$ cat config.mk
export PLATFORM = sky130hd
export DESIGN_NAME = ble_cmd_responder
export DESIGN_NICKNAME = d
export VERILOG_FILES = /design/src/rtl/ble_cmd_responder.sv
export SDC_FILE = /design/constraint.sdc
export NUM_CORES = 1
export LEC_CHECK = 0
export ABC_AREA = 1
export BUFFER_PORTS_ARGS = -buffer_cell sky130_fd_sc_hd__buf_2
export CORE_MARGIN = 2
export CORE_UTILIZATION = 25
export DETAILED_ROUTE_END_ITERATION = 10
export GPL_TIMING_DRIVEN = 0
export PLACE_DENSITY_LB_ADDON = 0.15
export SYNTH_ARGS = -nofsm -noshare
export SYNTH_HDL_FRONTEND = slang
export SYNTH_SLANG_ARGS = --single-unit
$ cat constraint.sdc
create_clock -name clk -period 1.6 [get_ports clk]
set_input_delay 0 -clock clk [delete_from_list [all_inputs] [get_ports clk]]
set_output_delay 0 -clock clk [all_outputs]
set_load 0.01 [all_outputs]
$ cat src/rtl/ble_cmd_responder.sv
// BLE/UART command link endpoint: receives 8N1 byte pairs as 16-bit commands
// and transmits 8-bit status responses.
module ble_cmd_responder #(
  parameter int BAUD_DIV = 2604
) (
  input  logic        clk,
  input  logic        rst_n,
  input  logic        RX,
  output logic        TX,
  output logic [15:0] cmd,
  output logic        cmd_rdy,
  input  logic        clr_cmd_rdy,
  input  logic [7:0]  resp,
  input  logic        send_resp,
  output logic        resp_sent
);

  localparam int CW = $clog2(BAUD_DIV) + 1;
  localparam logic [CW-1:0] HALF_BIT = CW'(BAUD_DIV / 2);
  localparam logic [CW-1:0] FULL_BIT = CW'(BAUD_DIV - 1);

  localparam logic [1:0] RX_IDLE  = 2'd0;
  localparam logic [1:0] RX_START = 2'd1;
  localparam logic [1:0] RX_DATA  = 2'd2;
  localparam logic [1:0] RX_STOP  = 2'd3;

  localparam logic [0:0] WAIT_HI = 1'b0;
  localparam logic [0:0] WAIT_LO = 1'b1;

  localparam logic [0:0] TX_IDLE = 1'b0;
  localparam logic [0:0] TX_XMIT = 1'b1;

  logic          rx_meta, rx_sync, rx_prev;
  logic [1:0]    rx_state;
  logic [CW-1:0] rx_cnt;
  logic [2:0]    rx_bits;
  logic [7:0]    rx_shift;
  logic          rx_tick, rx_fall, start_ok, byte_done, frame_err;

  logic [0:0]    asm_state;
  logic [7:0]    hi_byte;

  logic [0:0]    tx_state;
  logic [9:0]    tx_shift;
  logic [CW-1:0] tx_cnt;
  logic [3:0]    tx_bits;

  assign rx_tick   = (rx_cnt == '0);
  assign rx_fall   = rx_prev & ~rx_sync;
  assign start_ok  = (rx_state == RX_START) && rx_tick && !rx_sync;
  assign byte_done = (rx_state == RX_STOP) && rx_tick && rx_sync;
  assign frame_err = (rx_state == RX_STOP) && rx_tick && !rx_sync;

  always_ff @(posedge clk) begin
    if (!rst_n) begin
      rx_meta <= 1'b1;
      rx_sync <= 1'b1;
      rx_prev <= 1'b1;
    end else begin
      rx_meta <= RX;
      rx_sync <= rx_meta;
      rx_prev <= rx_sync;
    end
  end

  always_ff @(posedge clk) begin
    if (!rst_n) begin
      rx_state <= RX_IDLE;
      rx_cnt   <= '0;
      rx_bits  <= '0;
      rx_shift <= '0;
    end else begin
      case (rx_state)
        RX_IDLE: begin
          if (rx_fall) begin
            rx_state <= RX_START;
            rx_cnt   <= HALF_BIT;
          end
        end
        RX_START: begin
          if (rx_tick) begin
            rx_state <= rx_sync ? RX_IDLE : RX_DATA;
            rx_cnt   <= FULL_BIT;
            rx_bits  <= '0;
          end else begin
            rx_cnt <= rx_cnt - 1'b1;
          end
        end
        RX_DATA: begin
          if (rx_tick) begin
            rx_shift <= {rx_sync, rx_shift[7:1]};
            rx_cnt   <= FULL_BIT;
            rx_bits  <= rx_bits + 1'b1;
            if (rx_bits == 3'd7) rx_state <= RX_STOP;
          end else begin
            rx_cnt <= rx_cnt - 1'b1;
          end
        end
        default: begin
          if (rx_tick) rx_state <= RX_IDLE;
          else         rx_cnt   <= rx_cnt - 1'b1;
        end
      endcase
    end
  end

  // A set from the completing low byte outranks any clear in the same cycle.
  always_ff @(posedge clk) begin
    if (!rst_n) begin
      asm_state <= WAIT_HI;
      hi_byte   <= '0;
      cmd       <= '0;
      cmd_rdy   <= 1'b0;
    end else begin
      if (byte_done) begin
        if (asm_state == WAIT_HI) begin
          hi_byte   <= rx_shift;
          asm_state <= WAIT_LO;
        end else begin
          cmd       <= {hi_byte, rx_shift};
          asm_state <= WAIT_HI;
        end
      end else if (frame_err) begin
        asm_state <= WAIT_HI;
      end

      if (byte_done && asm_state == WAIT_LO)
        cmd_rdy <= 1'b1;
      else if (clr_cmd_rdy || (start_ok && asm_state == WAIT_HI))
        cmd_rdy <= 1'b0;
    end
  end

  always_ff @(posedge clk) begin
    if (!rst_n) begin
      tx_state  <= TX_IDLE;
      tx_shift  <= '1;
      tx_cnt    <= '0;
      tx_bits   <= '0;
      TX        <= 1'b1;
      resp_sent <= 1'b0;
    end else begin
      case (tx_state)
        TX_IDLE: begin
          if (send_resp) begin
            tx_shift  <= {1'b1, resp, 1'b0};
            TX        <= 1'b0;
            tx_cnt    <= FULL_BIT;
            tx_bits   <= '0;
            resp_sent <= 1'b0;
            tx_state  <= TX_XMIT;
          end
        end
        default: begin
          if (tx_cnt == '0) begin
            if (tx_bits == 4'd9) begin
              tx_state  <= TX_IDLE;
              TX        <= 1'b1;
              resp_sent <= 1'b1;
            end else begin
              tx_shift <= {1'b1, tx_shift[9:1]};
              TX       <= tx_shift[1];
              tx_bits  <= tx_bits + 1'b1;
              tx_cnt   <= FULL_BIT;
            end
          end else begin
            tx_cnt <= tx_cnt - 1'b1;
          end
        end
      endcase
    end
  end

endmodule

==> impl_metrics.csv, run 1 <==
group,metric,value,unit
clocking,clkLatencyLatePin,0.35,ns
routing,vias_per_cell,4.41,
setup_path,crit_path_end_kind,"register",
routing,vias,3964,
pwr,ir_worst_vdd,636,uV
synth,synth_area_leader_cell,"dfxtp_1",
setup_path,rrSetupSlack,-0.05,ns
synth,synth_warnings,0,
setup_path,worstPathMaxFanout,5,
sta,drv_slew,0,
setup_path,rr_endpoint,"rx_cnt[4]",
global_route,antenna_found_initial,0,
cells_and_area,area_growth_syn_to_layout,42.9,%
floorplan,die_h,131,um
routing,postRouteAntennaNets,0,
synth,yosys.area.top_type_share,0.411,
sta,fin_worst_skew,0.00529,ns
cells_and_area,fin_util,0.365,
setup_path,cp_slowest_stage_delay,0.33,ns
setup_path,crit_end,"rx_cnt[4]",
sta,final.setup.worst_slack,-0.0520,ns
synth,synth_cells,589,
pwr,swShare,0.378,
pwr,power_switching,3.11,mW
synth,synth_area_per_cell,6.86,um^2
routing,drt_iter0_drc,190,
cells_and_area,stdcell_area,0.00577,mm^2
synth,yosys-top-cells-area,"dfxtp_1 (41%), nand2_1 (13%), nor2_1 (9.5%), nand3_1 (7.2%), inv_1 (5.2%)",
placement,place_area,0.00449,mm^2
cells_and_area,nets,702,
placement,port_buffers,30,
synth,synth_cell_types,31,
setup_path,path_buf_inv,4,
pwr,seq_power_share,0.299,
synth,ys_ff_latch,83,
placement,routabilityCongestion,0.828,
clocking,cts_tree,"done",
synth,synthFlopType,"dfxtp_1",
routing,drt_wl_total,10.8,mm
outcome,violations,"setup timing",
global_route,track_usage,0.128,
placement,hpwl,7.18,mm
clocking,cts_root_buf,"clkbuf_16",
global_route,grt_pass1_wl,18.1,mm
clocking,clock_path_buffers,2,
setup_path,worstReg2RegStart,"rx_cnt[1]",
placement,post-place-ws,-0.248,ns
floorplan,start_util,0.255,
floorplan,die_area,0.0172,mm^2
cells_and_area,final_cells,898,
sta,fmax,605,MHz
run,cap_violations,0,
clocking,htree_levels,3,
hold_path,hold_path_class,"in2reg",
sta,period_share,1.03,
synth,netlist_area,0.00404,mm^2
sta,rsz0062_at_grt,"true",
setup_path,cp.required,1.81,ns
pwr,p_leak,2.48,nW
sta,hold_violations,0,
clocking,cts_inserted_buffers,9,
setup_path,path_depth,12,
global_route,grt_pass1_vias,3820,
synth,yosysMostFrequentCell,"nand2_1",
floorplan,rows,46,
pwr,power_density,1430,mW/mm^2
pwr,clkPwrFrac,0.273,
sta,relSlewSlack,0.477,
setup_path,r2r_cells,12,
setup_path,crit_slowest_cell,"dfxtp_2",
synth,synth_common_cells,"nand2_1 (136), nor2_1 (102), dfxtp_1 (83)",
setup_path,path_class,"reg2reg",
pwr,power.internal,5.13,mW
synth,ys_seq_area_frac,0.411,
placement,placedCellCount,835,
synth,synth.net_count,614,
setup_path,path_cells,"inv_2 > ha_4 > nand2_4 > nor3_4 > buf_4 > buf_6 > nand3_4 > nand2_8 > buf_6 > nand2_1 > nand2_1 > a21oi_1",
setup_path,critical-path-top-delay-family,"simple AND/OR/NAND/NOR gates",
clocking,path_clk_slew,0.06,ns
setup_path,arrival,1.86,ns
pwr,p_comb_frac,0.428,
floorplan,io_pins,32,
clocking,cts_sinks,83,
cells_and_area,n_antenna_cell,0,
setup_path,startpoint,"rx_cnt[1]",
sta,period_minus_slack,1.65,ns
floorplan,die_width,131,um
routing,drc,0,
synth,synth_edf_count,0,
routing,wl_per_cell,12.0,um
sta,setup_violations,8,
floorplan,coreArea,0.0158,mm^2
outcome,status,"finished with violations",
global_route,overflow,0,
synth,ys_async_sr_fraction,0,
setup_path,critPathLaunchType,"register",
cells_and_area,drive_above_1_share,0.312,
cells_and_area,fillers,1676,
global_route,grt_max_degree,15,
routing,drtPass1Iterations,4,
sta,worst_pin_slew,0.784,ns
pwr,totalPowerFinal,8.25,mW
-- metrics by stage --
step,TNS (ns),hold WS [ns]
floorplan,-0.00808,0.107
global placement,-12.11,0.194
detailed placement,-13.10,0.194
CTS,-1.86,0.212
global route,-4.64,0.253
finish,-0.0845,0.187
-- state kept, by name, summed over array words and instances, names as in the netlist, 2 cells and up --
signal	cells
rx_cnt	13
hi_byte	8
rx_state	2
tx_shift	8
cmd	16
tx_cnt	13
rx_shift	8
rx_bits	3
tx_bits	4
-- worst register-to-register path, cell delays in order (launching register included) --
cell	delay, ns
dfxtp_2	0.33
inv_2	0.07
ha_4	0.14
nand2_4	0.05
nor3_4	0.17
buf_4	0.15
buf_6	0.11
nand3_4	0.10
nand2_8	0.12
buf_6	0.12
nand2_1	0.05
nand2_1	0.06
a21oi_1	0.06
-- kinds of logic after synthesis --
logic type               share of synthesized area
flip-flops                                   0.411
XOR/XNOR                                    0.0152
AO/OA/AOI/OAI                               0.0858
multiplexers                                0.0195
AND/OR/NAND/NOR                              0.351
adder cells (fa/ha/maj)                     0.0372
buffers and inverters                       0.0799
-- per-layer routing --
metal	global-route usage	part of all wire	routed length, um
met3	0.0471	0.039	424
met1	0.161	0.48	5160
met5	0	0	0
met2	0.208	0.47	5080
met4	0.0326	0.013	142
-- power by group through the flow --
stage	Clock [mW]	Sequential [mW]	Combinational (mW)
finish	2.25	2.47	3.53
global route	2.41	2.49	3.94
CTS	2.32	2.43	2.71
detailed placement	0	2.47	2.17
global placement	0	2.47	2.16
floorplan	0	2.42	1.74
-- final cells by class --
class	count	area [um^2]	share of cell area
multi-input cells	426	2510	0.434
flip-flops and latches	83	1670	0.289
repair buffers	77	622	0.108
well taps	216	270	0.0468
inverters	60	246	0.0427
clock buffers	10	229	0.0397
plain buffers	20	139	0.0241
clock inverters	6	90.1	0.0156
-- worst min-delay path by stage --
stage	startpoint	to	slack (ns)	depth (start not counted)
floorplan	RX	rx_meta	0.11	1
detailed placement	RX	rx_meta	0.19	2
finish	rst_n	tx_bits[3]	0.19	5
CTS	rst_n	tx_bits[3]	0.21	5
global route	rst_n	tx_bits[2]	0.25	5
global placement	RX	rx_meta	0.19	2
-- cells in the final DEF (no fill, tap or decap), types with 3 or more instances in the layout --
master and n:
clkbuf_16 10, buf_4 19, clkinv_4 3, o21ai_1 5
buf_2 35, ha_2 3, dfxtp_1 76, ha_1 7
nand2_4 10, o21ai_0 11, nand3_2 6, clkbuf_1 8
nand2_1 114, nor2_1 75, dlygate4sd3_1 11, nor2_2 18
a21oi_1 29, xor2_1 7, nand3_4 3, inv_1 50
nand4_1 16, buf_6 17, a21oi_2 12, mux2_2 7
nand2_2 13, o21ai_2 6, nor2_4 12, dfxtp_2 7
inv_2 6, nor3_1 5, or2_2 7, nand3_1 49
-- timing repair --
item / 4_1_cts / 5_1_grt
cloned: 4 / 2
endpoints found under the hold margin: 11 / 0
buffers inserted: 17 / 15
hold buffers: 11 / 0
gates resized for setup: 51 / 121
setup endpoints to repair: 76 / 78
pin swaps: 11 / 38
Power figures use the tool's default switching activity.
==> inputs of run 2 (changes only) <==
- CORE_UTILIZATION: 25 -> 54
- GPL_TIMING_DRIVEN: 0 -> not set
==> impl_metrics.csv, run 2 (same netlist as run 1, synthesis figures left out) <==
group,metric,value,unit
setup_path,crit_path_end_kind,"register",
cells_and_area,regMostFlops,"cmd",
cells_and_area,drive_above_1_share,0.260,
sta,period_share,1.04,
clocking,cts_inserted_buffers,9,
global_route,grt_pass1_vias,3643,
sta,rsz0062_at_grt,"true",
cells_and_area,n_antenna_cell,0,
sta,setup_violations,2,
run,cap_violations,0,
routing,vias_per_cell,5.18,
setup_path,cp.required,1.89,ns
clocking,htree_levels,3,
global_route,grt_max_degree,42,
clocking,clkLatencyLatePin,0.36,ns
clocking,clock_path_buffers,2,
global_route,grt_pass1_wl,15.2,mm
sta,worst_pin_slew,0.393,ns
setup_path,worstPathMaxFanout,8,
outcome,status,"finished with violations",
routing,drtPass1Iterations,4,
cells_and_area,final_cells,779,
setup_path,arrival,1.95,ns
floorplan,io_pins,32,
cells_and_area,reg_top3,"cmd (16), rx_cnt (13), tx_cnt (13)",
sta,fin_worst_skew,0.0117,ns
cells_and_area,nets,700,
setup_path,worstReg2RegStart,"rx_cnt[0]",
pwr,power_density,1300,mW/mm^2
sta,hold_violations,0,
setup_path,path_buf_inv,3,
setup_path,critPathLaunchType,"register",
clocking,path_clk_slew,0.09,ns
cells_and_area,fillers,574,
sta,fin_setup_tns,-0.0681,ns
placement,port_buffers,31,
pwr,ir_worst_vdd,647,uV
sta,relSlewSlack,0.738,
routing,drc,0,
clocking,cts_tree,"done",
hold_path,hold_path_class,"in2reg",
global_route,track_usage,0.221,
placement,routabilityCongestion,0.831,
setup_path,path_cells,"inv_2 > ha_4 > nand2_4 > nor3_4 > nand2_2 > nor3_4 > buf_6 > nand2_4 > inv_6 > nor2_1 > nor2_1",
sta,period_minus_slack,1.66,ns
hold_path,worstHoldStart,"resp[1]",
floorplan,die_width,90.5,um
setup_path,cp_slowest_stage_delay,0.33,ns
routing,drt_wl_total,9.82,mm
cells_and_area,area_growth_syn_to_layout,30.4,%
floorplan,rows,31,
clocking,cts_root_buf,"clkbuf_8",
sta,drv_slew,0,
routing,drt_iter0_drc,250,
floorplan,coreArea,0.00725,mm^2
floorplan,die_area,0.00819,mm^2
routing,vias,4036,
setup_path,crit_slowest_cell,"dfxtp_2",
routing,wl_per_cell,12.6,um
cells_and_area,mostFrequentLayoutCells,"nand2_1 (129), nor2_1 (96), dfxtp_1 (78)",
floorplan,start_util,0.557,
cells_and_area,final_common_cell,"nand2_1",
floorplan,die_h,90.5,um
placement,placedCellCount,739,
routing,postRouteAntennaNets,0,
setup_path,startpoint,"rx_cnt[0]",
setup_path,path_class,"reg2reg",
cells_and_area,largest_reg_flops,16,
global_route,antenna_found_initial,0,
sta,final.setup.worst_slack,-0.0640,ns
placement,hpwl,6.11,mm
global_route,overflow,0,
pwr,p_leak,2.37,nW
outcome,violations,"setup timing",
setup_path,critical-path-top-delay-family,"simple AND/OR/NAND/NOR gates",
sta,fmax,601,MHz
clocking,cts_sinks,83,
## run 2: tightest hold or removal path: stages
cell and delay [ns]:
buf_2 0.08, mux2_2 0.13, nand2_1 0.05, nand3_1 0.08
## run 2: path summary, 6_finish.rpt
check / end / slack [ns] / cells past startpoint
max: cmd[9] / -0.06 / 11
min: tx_shift[2] / 0.008 / 4
max reg2reg: cmd[9] / -0.06 / 11
min reg2reg: rx_sync / 0.42 / 1
## run 2: layer usage
layer,track usage,share of wire,vias up
li1,-,-,2061
met5,0,0,-
met2,0.390,0.49,98
met4,0.0949,0.023,0
met3,0.0342,0.040,20
met1,0.265,0.44,1857
## run 2: through the flow
step | cell area (um^2) | worst slack [ns] | power [mW] | hold slack, ns | utilization
3_5_place_dp | 4580 | -0.00830 | 4.94 | 0.195 | 0.632
3_3_place_gp | 4580 | 0.0279 | 4.88 | 0.185 | 0.632
4_1_cts | 4900 | 0.0118 | 6.56 | 0.00174 | 0.675
2_1_floorplan | 4070 | -0.00808 | 4.16 | 0.107 | -
6_report | 5270 | -0.0640 | 6.85 | 0.00800 | 0.726
5_1_grt | 5270 | -0.144 | 7.32 | 0.0266 | 0.726
## run 2: power breakdown
part	internal (mW)	switching (mW)
Clock	0.780	0.803
Combinational	1.24	1.61
Sequential	2.25	0.161
Total	4.28	2.57
## run 2: what timing repair did
item                                    CTS  global route
hold buffers                             10             0
hold endpoints to repair                 12             0
endpoints found under the setup margin   10            76
setup buffers                             0             8
resized for setup                         3            66
cloned                                    0             6
pin swaps                                 0            17
## run 2: cell type report
type | instances | area [um^2] | share of cell area
Inverter | 60 | 233 | 0.0442
Clock buffer | 10 | 138 | 0.0261
Sequential cell | 83 | 1670 | 0.317
Clock inverter | 6 | 72.6 | 0.0138
Tap cell | 99 | 124 | 0.0235
Timing Repair inverter | 1 | 8.76 | 0.00166
Multi-Input combinational cell | 425 | 2280 | 0.433
Timing Repair Buffer | 95 | 746 | 0.142
==> inputs of run 3 (changes only) <==
- SKIP_CTS_REPAIR_TIMING: not set -> 1
==> impl_metrics.csv, run 3 (same netlist as run 1, synthesis figures left out) <==
group,metric,value,unit
outcome,status,"finished with violations",
outcome,violations,"hold timing, setup timing",
sta,hold_violations,4,
pwr,swShare,0.388,
sta,setup_violations,33,
clocking,path_clk_slew,0.09,ns
floorplan,die_width,90.5,um
routing,vias_per_cell,5.28,
pwr,p_comb_frac,0.437,
clocking,clock_path_buffers,2,
global_route,track_usage,0.219,
setup_path,arrival,2.04,ns
cells_and_area,drive_above_1_share,0.282,
sta,relSlewSlack,0.730,
routing,drtPass1Iterations,5,
clocking,htree_levels,3,
hold_path,worstHoldStart,"resp[5]",
sta,final.setup.worst_slack,-0.131,ns
setup_path,path_cells,"nor2_1 > nand2_2 > nor2_2 > nand2_2 > nor3_4 > buf_12 > nand2_8 > clkinvlp_4 > nor2_1 > nor2_1",
clocking,cts_root_buf,"clkbuf_8",
cells_and_area,nets,698,
placement,routabilityCongestion,0.831,
pwr,ir_worst_vdd,646,uV
pwr,seq_power_share,0.339,
setup_path,crit_top_cell,"nor2_1",
setup_path,worstPathMaxFanout,8,
cells_and_area,mostFrequentLayoutCells,"nand2_1 (123), nor2_1 (90), dfxtp_1 (79)",
hold_path,hold_path_end,"tx_shift[6]",
global_route,grt_max_degree,42,
pwr,power.internal,4.35,mW
placement,hpwl,6.11,mm
clocking,cts_tree,"done",
setup_path,crit_path_end_kind,"register",
cells_and_area,final_common_cell,"nand2_1",
clocking,cts_sinks,83,
hold_path,holdPathStages,4,
cells_and_area,area_growth_syn_to_layout,31.2,%
global_route,grt_pass1_wl,15.1,mm
cells_and_area,stdcell_area,0.00530,mm^2
sta,worst_pin_slew,0.406,ns
setup_path,cp_slowest_stage_delay,0.32,ns
sta,period_minus_slack,1.73,ns
global_route,antenna_found_initial,0,
floorplan,io_pins,32,
sta,fin_worst_skew,0.00952,ns
routing,drt_iter0_drc,220,
routing,drt_wl_total,10.2,mm
floorplan,die_area,0.00819,mm^2
pwr,power_switching,2.76,mW
sta,fmax,578,MHz
routing,wl_per_cell,13.1,um
sta,period_share,1.08,
setup_path,critPathLaunchType,"register",
sta,fin_setup_tns,-2.46,ns
hold_path,hold_path_class,"in2reg",
setup_path,rrSetupSlack,-0.13,ns
global_route,overflow,0,
global_route,grt_pass1_vias,3622,
setup_path,r2r_cells,10,
routing,postRouteAntennaNets,0,
cells_and_area,n_antenna_cell,0,
sta,holdWs,-0.0265,ns
setup_path,crit_slowest_cell,"dfxtp_1",
cells_and_area,fillers,572,
routing,drc,0,
placement,place_area,0.00458,mm^2
floorplan,die_h,90.5,um
pwr,clkPwrFrac,0.224,
cells_and_area,regMostFlops,"cmd",
setup_path,cp.required,1.90,ns
placement,port_buffers,31,
pwr,power_density,1340,mW/mm^2
clocking,clkLatencyLatePin,0.36,ns
cells_and_area,largest_reg_flops,16,
setup_path,path_buf_inv,2,
run,cap_violations,0,
sta,rsz0062_at_grt,"true",
floorplan,rows,31,
pwr,p_leak,2.37,nW
cells_and_area,reg_top3,"cmd (16), rx_cnt (13), tx_cnt (13)",
setup_path,rr_endpoint,"hi_byte[6]",
sta,drv_slew,0,
floorplan,start_util,0.557,
routing,vias,4105,
floorplan,coreArea,0.00725,mm^2
setup_path,critical-path-top-delay-family,"simple AND/OR/NAND/NOR gates",
setup_path,startpoint,"rx_cnt[6]",
clocking,cts_inserted_buffers,9,
setup_path,path_class,"reg2reg",
setup_path,worstReg2RegStart,"rx_cnt[6]",
## run 3: power by group through the flow
stage	clock network, mW	logic, mW	registers, mW
6_report	1.59	3.10	2.41
5_1_grt	1.69	3.41	2.44
4_1_cts	1.61	2.52	2.40
3_5_place_dp	0	2.49	2.44
3_3_place_gp	0	2.45	2.44
2_1_floorplan	0	1.74	2.42
## run 3: tightest hold or removal path, cell delays in order
cell and delay, ns:
buf_2 0.07, mux2_2 0.13, nand2_1 0.04, nand3_1 0.06
## run 3: through the flow
step | hold WS, ns | total power, mW | setup slack, ns | util | std cells
floorplan | 0.107 | 4.16 | -0.00808 | - | 589
global placement | 0.185 | 4.88 | 0.0279 | 0.632 | 739
detailed placement | 0.195 | 4.94 | -0.00830 | 0.632 | 739
CTS | -0.180 | 6.52 | -0.0307 | 0.661 | 755
global route | 0.00910 | 7.55 | -0.226 | 0.731 | 777
finish | -0.0265 | 7.10 | -0.131 | 0.731 | 777
## run 3: per-layer routing
metal	share of wire	vias to the layer above	GRT usage
met1	0.43	1920	0.264
met2	0.51	103	0.384
met3	0.040	25	0.0342
li1	-	2057	-
met4	0.024	0	0.0949
met5	0	-	0
## run 3: final cells by class
type                       instances  area [um^2]  area share
tap                               99          124      0.0234
multi-input combinational        425         2330       0.439
clock buffer                      10          138      0.0260
sequential                        83         1670       0.315
timing repair inverter             1         8.76     0.00165
inverter                          60          234      0.0442
clock inverter                     6         72.6      0.0137
timing repair buffer              93          728       0.137
## run 3: worst max-delay path by stage
stage	slack, ns	depth (start not counted)	to
after CTS	-0.03	10	rx_state[0]
after global routing	-0.23	10	hi_byte[6]
after global placement	0.03	9	rx_cnt[9]
final	-0.13	10	hi_byte[6]
after detailed placement	-0.008	10	rx_state[0]
after floorplan	-0.008	11	cmd[7]
